## src/rtl/logic_axi4_stream_mux_buffer_if.sv

```systemverilog
// -----------------------------------------------------------------------------
// logic_axi4_stream_if
//   AXI4-Stream bundle used between the mux tree and its output skid buffer.
//
//   Signals : tvalid, tready, tdata, tkeep, tstrb, tlast, tuser, tdest, tid
//   Modports:
//     rx - consumer side: samples the beat, drives tready
//     tx - producer side: drives the beat, samples tready
// -----------------------------------------------------------------------------
interface logic_axi4_stream_if #(
    parameter int TDATA_BYTES = 1,
    parameter int TDEST_WIDTH = 1,
    parameter int TUSER_WIDTH = 1,
    parameter int TID_WIDTH   = 1
);
    logic                     tvalid;
    logic                     tready;
    logic [TDATA_BYTES*8-1:0] tdata;
    logic [TDATA_BYTES-1:0]   tkeep;
    logic [TDATA_BYTES-1:0]   tstrb;
    logic                     tlast;
    logic [TUSER_WIDTH-1:0]   tuser;
    logic [TDEST_WIDTH-1:0]   tdest;
    logic [TID_WIDTH-1:0]     tid;

    modport rx (
        input  tvalid, tdata, tkeep, tstrb, tlast, tuser, tdest, tid,
        output tready
    );

    modport tx (
        output tvalid, tdata, tkeep, tstrb, tlast, tuser, tdest, tid,
        input  tready
    );
endinterface

```

## src/rtl/logic_axi4_stream_mux_buffer.sv

```systemverilog
// -----------------------------------------------------------------------------
// logic_axi4_stream_mux_buffer
//   Two-entry registered skid buffer at the output of the AXI4-Stream mux tree.
//   Registers the forward path (tvalid + payload) and the backward path
//   (tready) so neither crosses this block combinationally, while still
//   sustaining one beat per cycle. Beats pass unmodified and in order.
//
//   Ports:
//     aclk     - clock, all state on rising edge
//     areset_n - asynchronous active-low reset
//     rx       - upstream stream (mux tree output), rx modport
//     tx       - downstream stream, tx modport
// -----------------------------------------------------------------------------
module logic_axi4_stream_mux_buffer #(
    parameter int TDATA_BYTES = 1,
    parameter int TDEST_WIDTH = 1,
    parameter int TUSER_WIDTH = 1,
    parameter int TID_WIDTH   = 1,
    parameter bit USE_TLAST   = 1'b1,
    parameter bit USE_TKEEP   = 1'b1,
    parameter bit USE_TSTRB   = 1'b1
) (
    input  logic                   aclk,
    input  logic                   areset_n,
    logic_axi4_stream_if.rx        rx,
    logic_axi4_stream_if.tx        tx
);

    // Packed payload layout; disabled sideband fields take zero bits.
    localparam int DATA_W    = TDATA_BYTES * 8;
    localparam int KEEP_W    = USE_TKEEP ? TDATA_BYTES : 0;
    localparam int STRB_W    = USE_TSTRB ? TDATA_BYTES : 0;
    localparam int LAST_W    = USE_TLAST ? 1 : 0;
    localparam int KEEP_LSB  = DATA_W;
    localparam int STRB_LSB  = KEEP_LSB + KEEP_W;
    localparam int LAST_LSB  = STRB_LSB + STRB_W;
    localparam int USER_LSB  = LAST_LSB + LAST_W;
    localparam int DEST_LSB  = USER_LSB + TUSER_WIDTH;
    localparam int ID_LSB    = DEST_LSB + TDEST_WIDTH;
    localparam int PAYLOAD_W = ID_LSB + TID_WIDTH;

    // Encoding is {main_valid, skid_valid}; 2'b01 never occurs.
    typedef enum logic [1:0] {
        EMPTY = 2'b00,
        ONE   = 2'b10,
        FULL  = 2'b11
    } state_e;

    state_e                 state_q, state_d;
    logic                   tready_q, tready_d;
    logic [PAYLOAD_W-1:0]   rx_word;
    logic [PAYLOAD_W-1:0]   main_q, main_d;
    logic [PAYLOAD_W-1:0]   skid_q, skid_d;
    logic                   main_valid;
    logic                   rx_fire;
    logic                   tx_fire;

    // ------------------------------------------------------------------
    // Payload packing / unpacking
    // ------------------------------------------------------------------
    assign rx_word[0 +: DATA_W]             = rx.tdata;
    assign rx_word[USER_LSB +: TUSER_WIDTH] = rx.tuser;
    assign rx_word[DEST_LSB +: TDEST_WIDTH] = rx.tdest;
    assign rx_word[ID_LSB +: TID_WIDTH]     = rx.tid;

    assign tx.tdata = main_q[0 +: DATA_W];
    assign tx.tuser = main_q[USER_LSB +: TUSER_WIDTH];
    assign tx.tdest = main_q[DEST_LSB +: TDEST_WIDTH];
    assign tx.tid   = main_q[ID_LSB +: TID_WIDTH];

    generate
        if (USE_TKEEP) begin : g_keep
            assign rx_word[KEEP_LSB +: TDATA_BYTES] = rx.tkeep;
            assign tx.tkeep = main_q[KEEP_LSB +: TDATA_BYTES];
        end else begin : g_no_keep
            assign tx.tkeep = '1;
        end

        if (USE_TSTRB) begin : g_strb
            assign rx_word[STRB_LSB +: TDATA_BYTES] = rx.tstrb;
            assign tx.tstrb = main_q[STRB_LSB +: TDATA_BYTES];
        end else begin : g_no_strb
            assign tx.tstrb = '1;
        end

        if (USE_TLAST) begin : g_last
            assign rx_word[LAST_LSB] = rx.tlast;
            assign tx.tlast = main_q[LAST_LSB];
        end else begin : g_no_last
            assign tx.tlast = 1'b1;
        end
    endgenerate

    // ------------------------------------------------------------------
    // Handshakes; both ready and valid come straight from flops.
    // ------------------------------------------------------------------
    assign main_valid = state_q[1];
    assign tx.tvalid  = main_valid;
    assign rx.tready  = tready_q;
    assign rx_fire    = rx.tvalid & tready_q;
    assign tx_fire    = main_valid & tx.tready;

    // ------------------------------------------------------------------
    // Next-state / datapath select
    // ------------------------------------------------------------------
    // NOTE: every always_comb output gets a default first so no path can
    // leave it unassigned and infer a latch.
    always_comb begin
        state_d = state_q;
        main_d  = main_q;
        skid_d  = skid_q;

        unique case (state_q)
            EMPTY: begin
                if (rx_fire) begin
                    main_d  = rx_word;
                    state_d = ONE;
                end
            end
            ONE: begin
                if (rx_fire && tx_fire) begin
                    main_d = rx_word;           // pass-through, stay ONE
                end else if (rx_fire) begin
                    skid_d  = rx_word;          // consumer stalled: park beat
                    state_d = FULL;
                end else if (tx_fire) begin
                    state_d = EMPTY;
                end
            end
            FULL: begin
                // tready_q is 0 here, so only the drain side can move.
                if (tx_fire) begin
                    main_d  = skid_q;
                    state_d = ONE;
                end
            end
            default: state_d = EMPTY;
        endcase

        // Ready is registered from the next state, never from tx.tready.
        tready_d = (state_d != FULL);
    end

    // ------------------------------------------------------------------
    // Control registers
    // ------------------------------------------------------------------
    // NOTE: sequential state uses non-blocking assignments so every flop
    // samples pre-edge values regardless of process ordering.
    always_ff @(posedge aclk or negedge areset_n) begin
        if (!areset_n) begin
            state_q  <= EMPTY;
            tready_q <= 1'b0;
        end else begin
            state_q  <= state_d;
            tready_q <= tready_d;
        end
    end

    // NOTE: payload registers are deliberately left without reset; their
    // contents are only observed while the matching valid flop is set.
    always_ff @(posedge aclk) begin
        main_q <= main_d;
        skid_q <= skid_d;
    end

endmodule
```

## src/flat_wrapper.sv

```systemverilog
// flat-port wrapper written by rule: the top's interface ports become plain ports
module logic_axi4_stream_mux_buffer_flat 
#(
    parameter int TDATA_BYTES = 1,
    parameter int TDEST_WIDTH = 1,
    parameter int TUSER_WIDTH = 1,
    parameter int TID_WIDTH   = 1,
    parameter bit USE_TLAST   = 1'b1,
    parameter bit USE_TKEEP   = 1'b1,
    parameter bit USE_TSTRB   = 1'b1
)
  (aclk, areset_n, rx_tvalid, rx_tdata, rx_tkeep, rx_tstrb, rx_tlast, rx_tuser, rx_tdest, rx_tid, rx_tready, tx_tvalid, tx_tdata, tx_tkeep, tx_tstrb, tx_tlast, tx_tuser, tx_tdest, tx_tid, tx_tready);
  logic_axi4_stream_if #(.TDATA_BYTES(TDATA_BYTES), .TDEST_WIDTH(TDEST_WIDTH), .TUSER_WIDTH(TUSER_WIDTH), .TID_WIDTH(TID_WIDTH)) rx_i ();
  logic_axi4_stream_if #(.TDATA_BYTES(TDATA_BYTES), .TDEST_WIDTH(TDEST_WIDTH), .TUSER_WIDTH(TUSER_WIDTH), .TID_WIDTH(TID_WIDTH)) tx_i ();
  input  logic aclk;
  input  logic areset_n;
  input wire logic [$bits(rx_i.tvalid)-1:0] rx_tvalid;
  input wire logic [$bits(rx_i.tdata)-1:0] rx_tdata;
  input wire logic [$bits(rx_i.tkeep)-1:0] rx_tkeep;
  input wire logic [$bits(rx_i.tstrb)-1:0] rx_tstrb;
  input wire logic [$bits(rx_i.tlast)-1:0] rx_tlast;
  input wire logic [$bits(rx_i.tuser)-1:0] rx_tuser;
  input wire logic [$bits(rx_i.tdest)-1:0] rx_tdest;
  input wire logic [$bits(rx_i.tid)-1:0] rx_tid;
  output wire logic [$bits(rx_i.tready)-1:0] rx_tready;
  output wire logic [$bits(tx_i.tvalid)-1:0] tx_tvalid;
  output wire logic [$bits(tx_i.tdata)-1:0] tx_tdata;
  output wire logic [$bits(tx_i.tkeep)-1:0] tx_tkeep;
  output wire logic [$bits(tx_i.tstrb)-1:0] tx_tstrb;
  output wire logic [$bits(tx_i.tlast)-1:0] tx_tlast;
  output wire logic [$bits(tx_i.tuser)-1:0] tx_tuser;
  output wire logic [$bits(tx_i.tdest)-1:0] tx_tdest;
  output wire logic [$bits(tx_i.tid)-1:0] tx_tid;
  input wire logic [$bits(tx_i.tready)-1:0] tx_tready;
  assign rx_i.tvalid = rx_tvalid;
  assign rx_i.tdata = rx_tdata;
  assign rx_i.tkeep = rx_tkeep;
  assign rx_i.tstrb = rx_tstrb;
  assign rx_i.tlast = rx_tlast;
  assign rx_i.tuser = rx_tuser;
  assign rx_i.tdest = rx_tdest;
  assign rx_i.tid = rx_tid;
  assign rx_tready = rx_i.tready;
  assign tx_tvalid = tx_i.tvalid;
  assign tx_tdata = tx_i.tdata;
  assign tx_tkeep = tx_i.tkeep;
  assign tx_tstrb = tx_i.tstrb;
  assign tx_tlast = tx_i.tlast;
  assign tx_tuser = tx_i.tuser;
  assign tx_tdest = tx_i.tdest;
  assign tx_tid = tx_i.tid;
  assign tx_i.tready = tx_tready;
  logic_axi4_stream_mux_buffer #(.TDATA_BYTES(TDATA_BYTES), .TDEST_WIDTH(TDEST_WIDTH), .TUSER_WIDTH(TUSER_WIDTH), .TID_WIDTH(TID_WIDTH), .USE_TLAST(USE_TLAST), .USE_TKEEP(USE_TKEEP), .USE_TSTRB(USE_TSTRB)) u_core (.aclk(aclk), .areset_n(areset_n), .rx(rx_i), .tx(tx_i));
endmodule
```

## config.mk

```make
export PLATFORM = sky130hd
export DESIGN_NAME = logic_axi4_stream_mux_buffer_flat
export DESIGN_NICKNAME = d
export VERILOG_FILES = /design/src/rtl/logic_axi4_stream_mux_buffer_if.sv /design/src/rtl/logic_axi4_stream_mux_buffer.sv /design/src/flat_wrapper.sv
export SDC_FILE = /design/constraint.sdc
export NUM_CORES = 1
export LEC_CHECK = 0
export CAP_MARGIN = 30
export CELL_PAD_IN_SITES_DETAIL_PLACEMENT = 0
export CELL_PAD_IN_SITES_GLOBAL_PLACEMENT = 1
export CORE_MARGIN = 5
export CORE_UTILIZATION = 35
export CTS_CLUSTER_DIAMETER = 120
export DETAILED_ROUTE_END_ITERATION = 6
export GPL_ROUTABILITY_DRIVEN = 0
export PLACE_DENSITY = 0.8
export SLEW_MARGIN = 20
export SYNTH_ARGS = -nofsm -noshare
export SYNTH_HDL_FRONTEND = slang
export SYNTH_SLANG_ARGS = --single-unit
```

## constraint.sdc

```tcl
create_clock -name aclk -period 2.05 [get_ports aclk]
set_clock_uncertainty 0.05 [all_clocks]
set_input_delay 0.615 -clock aclk [delete_from_list [all_inputs] [get_ports aclk]]
set_output_delay 0.615 -clock aclk [all_outputs]
set_load 0.005 [all_outputs]
```

Word-level counts from Yosys, hierarchy flattened
Cells that the tools add are included.
{"block": "totals", "word_cells": 28, "out_inout_bits": 16, "romBits": 0, "latchBits": 0, "reg_bits": 31, "input_bits": 18, "n_memories": 0, "mem_bits_rw": 0}
{"block": "classes", "add_sub_neg": 0, "n_bitwise": 3, "n_eq_ne": 6, "muxes": 10, "n_lt_le_gt_ge": 0, "shift": 0, "div": 0, "reduce_logical": 5, "multipliers": 0}
{"op": "14-bit two-way mux", "n": 3}
{"op": "14-bit case mux with 3 select lines", "n": 1}
{"op": "2-bit two-way mux", "n": 5}
{"op": "2-bit by 1-bit inequality test with 1-bit output (second input constant)", "n": 3}
{"op": "2-bit case mux with 3 select lines", "n": 1}
{"op": "2-bit equality test (second input constant)", "n": 2}
{"op": "4-bit AND reduction", "n": 1}
{"op": "3-bit AND reduction", "n": 1}
{"op": "3-bit nonzero test", "n": 1}
{"op": "1-bit AND", "n": 2}
{"op": "2-bit logical NOT", "n": 1}
{"op": "2-bit inequality test (second input constant)", "n": 1}
{"op": "1-bit logical AND", "n": 1}
{"op": "1-bit inverter", "n": 1}

Logic depth before layout (Yosys ltp)
{"block": "logic_depth", "depth_word": 6, "depth_mapped": 3, "ltp_nobuf": 2}

Worst setup path before layout
No wires, ideal clock.
{"block": "synth_path", "path_type": "in2reg", "from": "input tx_tready", "to": "register u_core.skid_q[0], enable pin", "arrival_time_ns": 1.782, "path_stages": 2, "required_ns": 1.597, "path_slack_ns": -0.184, "setup_time_ns": 0.403, "n_path_buf": 0, "cell_sequence": "nand2b_1 -> nor3_1"}
{"block": "synth_between", "elab_chain_cells": 4}
{"item": "from (decl)", "line_no": "flat_wrapper.sv:34", "text": "input wire logic [$bits(tx_i.tready)-1:0] tx_tready;"}
{"item": "1-bit AND", "line_no": "logic_axi4_stream_mux_buffer.sv:101", "text": "assign tx_fire = main_valid & tx.tready;"}
{"item": "1-bit logical AND", "line_no": "logic_axi4_stream_mux_buffer.sv:121", "text": "if (rx_fire && tx_fire) begin"}
{"item": "1-bit inverter (no source line)"}
{"item": "3-bit AND reduction (no source line)"}
{"item": "to (signal assigned)", "line_no": "logic_axi4_stream_mux_buffer.sv:163", "text": "skid_q <= skid_d;"}
{"item": "to (decl)", "line_no": "logic_axi4_stream_mux_buffer.sv:53", "text": "logic [PAYLOAD_W-1:0] skid_q, skid_d;"}
No other way between the ends.
A chain may end at the register's enable or synchronous reset.

Worst setup path after layout
{"block": "layout_path", "from": "register u_core.state_q[1]", "to": "output tx_tvalid"}
{"item": "from (decl)", "line_no": "logic_axi4_stream_mux_buffer.sv:49", "text": "state_e state_q, state_d;"}
{"item": "from (signal assigned)", "line_no": "logic_axi4_stream_mux_buffer.sv:154", "text": "state_q <= state_d;"}
{"item": "to (decl)", "line_no": "flat_wrapper.sv:26", "text": "output wire logic [$bits(tx_i.tvalid)-1:0] tx_tvalid;"}
No word-level cell between the ends.

==> results.yml <==
timing:
  min_period_over_period_pct: 94.9
  slew_headroom_pct: 70.4
  tns_ns: 0
  drv_slew: 0
  timing.fmax_mhz: 514
  post-route-min-period_ns: 1.95
  rsz0062_at_grt: "no"
  hold_viol_final: 0
  setup_viol: 0
  worst_pin_slew_ns: 0.443
  fin_ws_ns: 0.104
setup_path:
  slowest_stage: "clkdlybuf4s50_1"
  cp.required_ns: 1.38
  crit_fanout: 5
  cpLargestDelayFamily: "buffers and inverters"
  r2r_cells: 2
  cp-end-kind: "primary output"
  reg2reg_from: "u_core.state_q[0]$_DFF_PN0_"
  ff2ff_setup_slack_ns: 0.53
  worstPathCellList: "clkdlybuf4s50_1"
  cpPeakStageDelay_ns: 0.53
  path_buf_inv: 1
  critical_path_class: "flop to primary output"
  timing.rr.end: "u_core.main_q[1]$_DFFE_PP_"
  cp.arrival_ns: 1.28
  start_kind: "flop"
drt:
  drc: 0
  drtAntennaViolNets: 0
  finalWirelength_um: 1970
  vias: 629
  drt_iter0_drc: 41
  wl_per_cell_um: 13.5
  dr.pass1.iters: 4
  vias_per_cell: 4.31
run:
  maxCapViolCount: 0
final_layout:
  instances_no_fill: 146
  nets: 117
  layout-drive-gt1-share_pct: 25.0
  fin_util_pct: 50.0
  synthToLayoutAreaGrowth_pct: 39.1
  design_area_um2: 1660
  regArea_um2: 916
  num_antenna_cells: 0
  num-fill-cells: 306
  multi_input_area_um2: 268
clock_network:
  numCtsBuffers: 5
  cts_setup_buffers: 0
  holdBufCountCts: 0
  clock_latency_ns: 0.31
  cts-resized-gates: 0
  cts_sinks: 31
  cts.path.max_buffers: 2
  cts_tree: "built"
  htree_num_levels: 2
  cts-root-buf: "clkbuf_4"
  path_clk_slew_ns: 0.09
placement:
  dp.cells: 138
  post-dp-hpwl_um: 1430
  portBuffers: 33
  place_area_um2: 1610
  pre_cts_slack_ns: 0.0686
yosys:
  synth_cell_type_count: 15
  ys_ff_latch: 31
  synth_area_leaders: "edfxtp_1, mux2_4, dfrtp_1, mux2_2, nand2b_1"
  synth_top_area_share_pct: 70.7
  yosysMostFrequentCell: "edfxtp_1"
  synth_edf_count: 28
  yosys_warnings: 0
  avgSynthCellArea_um2: 20.9
  synth_common_cells: "edfxtp_1, mux2_4, mux2_2, dfrtp_1, nand2b_1"
  netlist_area_um2: 1190
  synthArstFlopShare_pct: 9.68
  seq_area_frac_synth_pct: 77.0
  synth_cells: 57
  synthFlopType: "edfxtp_1"
  yosys.area.top_type: "edfxtp_1"
  synth_nets: 75
die:
  die-area_um2: 4670
  num_rows: 21
  fp.dieH_um: 68.3
  start_util_pct: 35.9
  fp.dieW_um: 68.3
  core-area_um2: 3310
  ioPinCount: 34
worst_hold_path:
  min_path_type: "input port to asynchronous set/reset pin"
global_routing:
  overflow: 0
  track_usage_pct: 9.60
  antenna_found_initial: 0
  grt_pass1_vias: 698
  grt_max_degree: 15
  grt_pass1_wl_um: 3100
power:
  ir_drop_v: 0.000357
  p_leak_uw: 0.000612
  p_per_area_nw_per_um2: 803
run_status:
  outcome: "complete, no violations"
==> power breakdown <==
group / switching, µW / internal, µW / leakage, µW
Sequential: 21.7 / 761 / 0.000296
Combinational: 82.0 / 153 / 0.000289
Clock: 185 / 127 / 0.0000273
==> registers in the layout, indices dropped and copies added (netlist names) <==
name,cells
u_core.skid_q,14
u_core.main_q,14
u_core.state_q,2
u_core.rx.tready,1
==> kinds of logic after synthesis <==
group                  Yosys count  share of synthesized area, %
AOI/OAI and AO/OA                2                          1.16
buffers and inverters            1                         0.946
DFF                             31                          77.0
muxes                           14                          16.4
and+or+nand+nor                  9                          4.52
==> worst max path at each step <==
| stage | from | end | cells after the start |
|---|---|---|---|
| after floorplan | tx_tready | u_core.skid_q[0]$_DFFE_PP_ | 2 |
| after global placement | tx_tready | u_core.main_q[11]$_DFFE_PP_ | 4 |
| after detailed placement | tx_tready | u_core.main_q[11]$_DFFE_PP_ | 4 |
| after CTS | u_core.state_q[1]$_DFF_PN0_ | tx_tvalid | 1 |
| after global routing | u_core.state_q[1]$_DFF_PN0_ | tx_tvalid | 1 |
| final | u_core.state_q[1]$_DFF_PN0_ | tx_tvalid | 1 |
==> final cells by class <==
| class | count | area share (%) |
|---|---|---|
| flip-flops and latches | 31 | 55.3 |
| well taps | 46 | 3.48 |
| clock inverters | 2 | 0.454 |
| clock buffers | 6 | 2.49 |
| repair buffers | 36 | 22.1 |
| multi-input cells | 25 | 16.2 |
==> stage by stage <==
step | hold slack (ns) | total power [µW]
floorplan | 0.269 | 887
global placement | 0.480 | 1030
detailed placement | 0.486 | 1040
CTS | 0.419 | 1340
global route | 0.403 | 1400
finish | 0.424 | 1330
==> layer usage <==
layer | vias to the layer above | wire, µm | GRT usage, %
met3 | 5 | 147 | 5.58
met1 | 290 | 910 | 11.8
met2 | 28 | 873 | 13.6
met5 | - | 0 | 0
li1 | 306 | - | -
met4 | 0 | 34 | 4.22
==> cell usage in the layout, fill, tap and decap left out <==
cell type / n
clkdlybuf4s50_1: 33
nor3_2: 1
nand2b_1: 2
mux2_2: 4
buf_4: 2
a21oi_1: 1
mux2_4: 10
clkbuf_4: 5
edfxtp_1: 28
nand2_1: 1
nor2_1: 1
buf_12: 1
and3b_1: 1
nand2_2: 1
clkinv_1: 2
or2b_1: 1
dfrtp_1: 3
o2bb2ai_1: 1
clkbuf_1: 1
or2_2: 1
No activity file was read; power rests on OpenSTA's default activity.
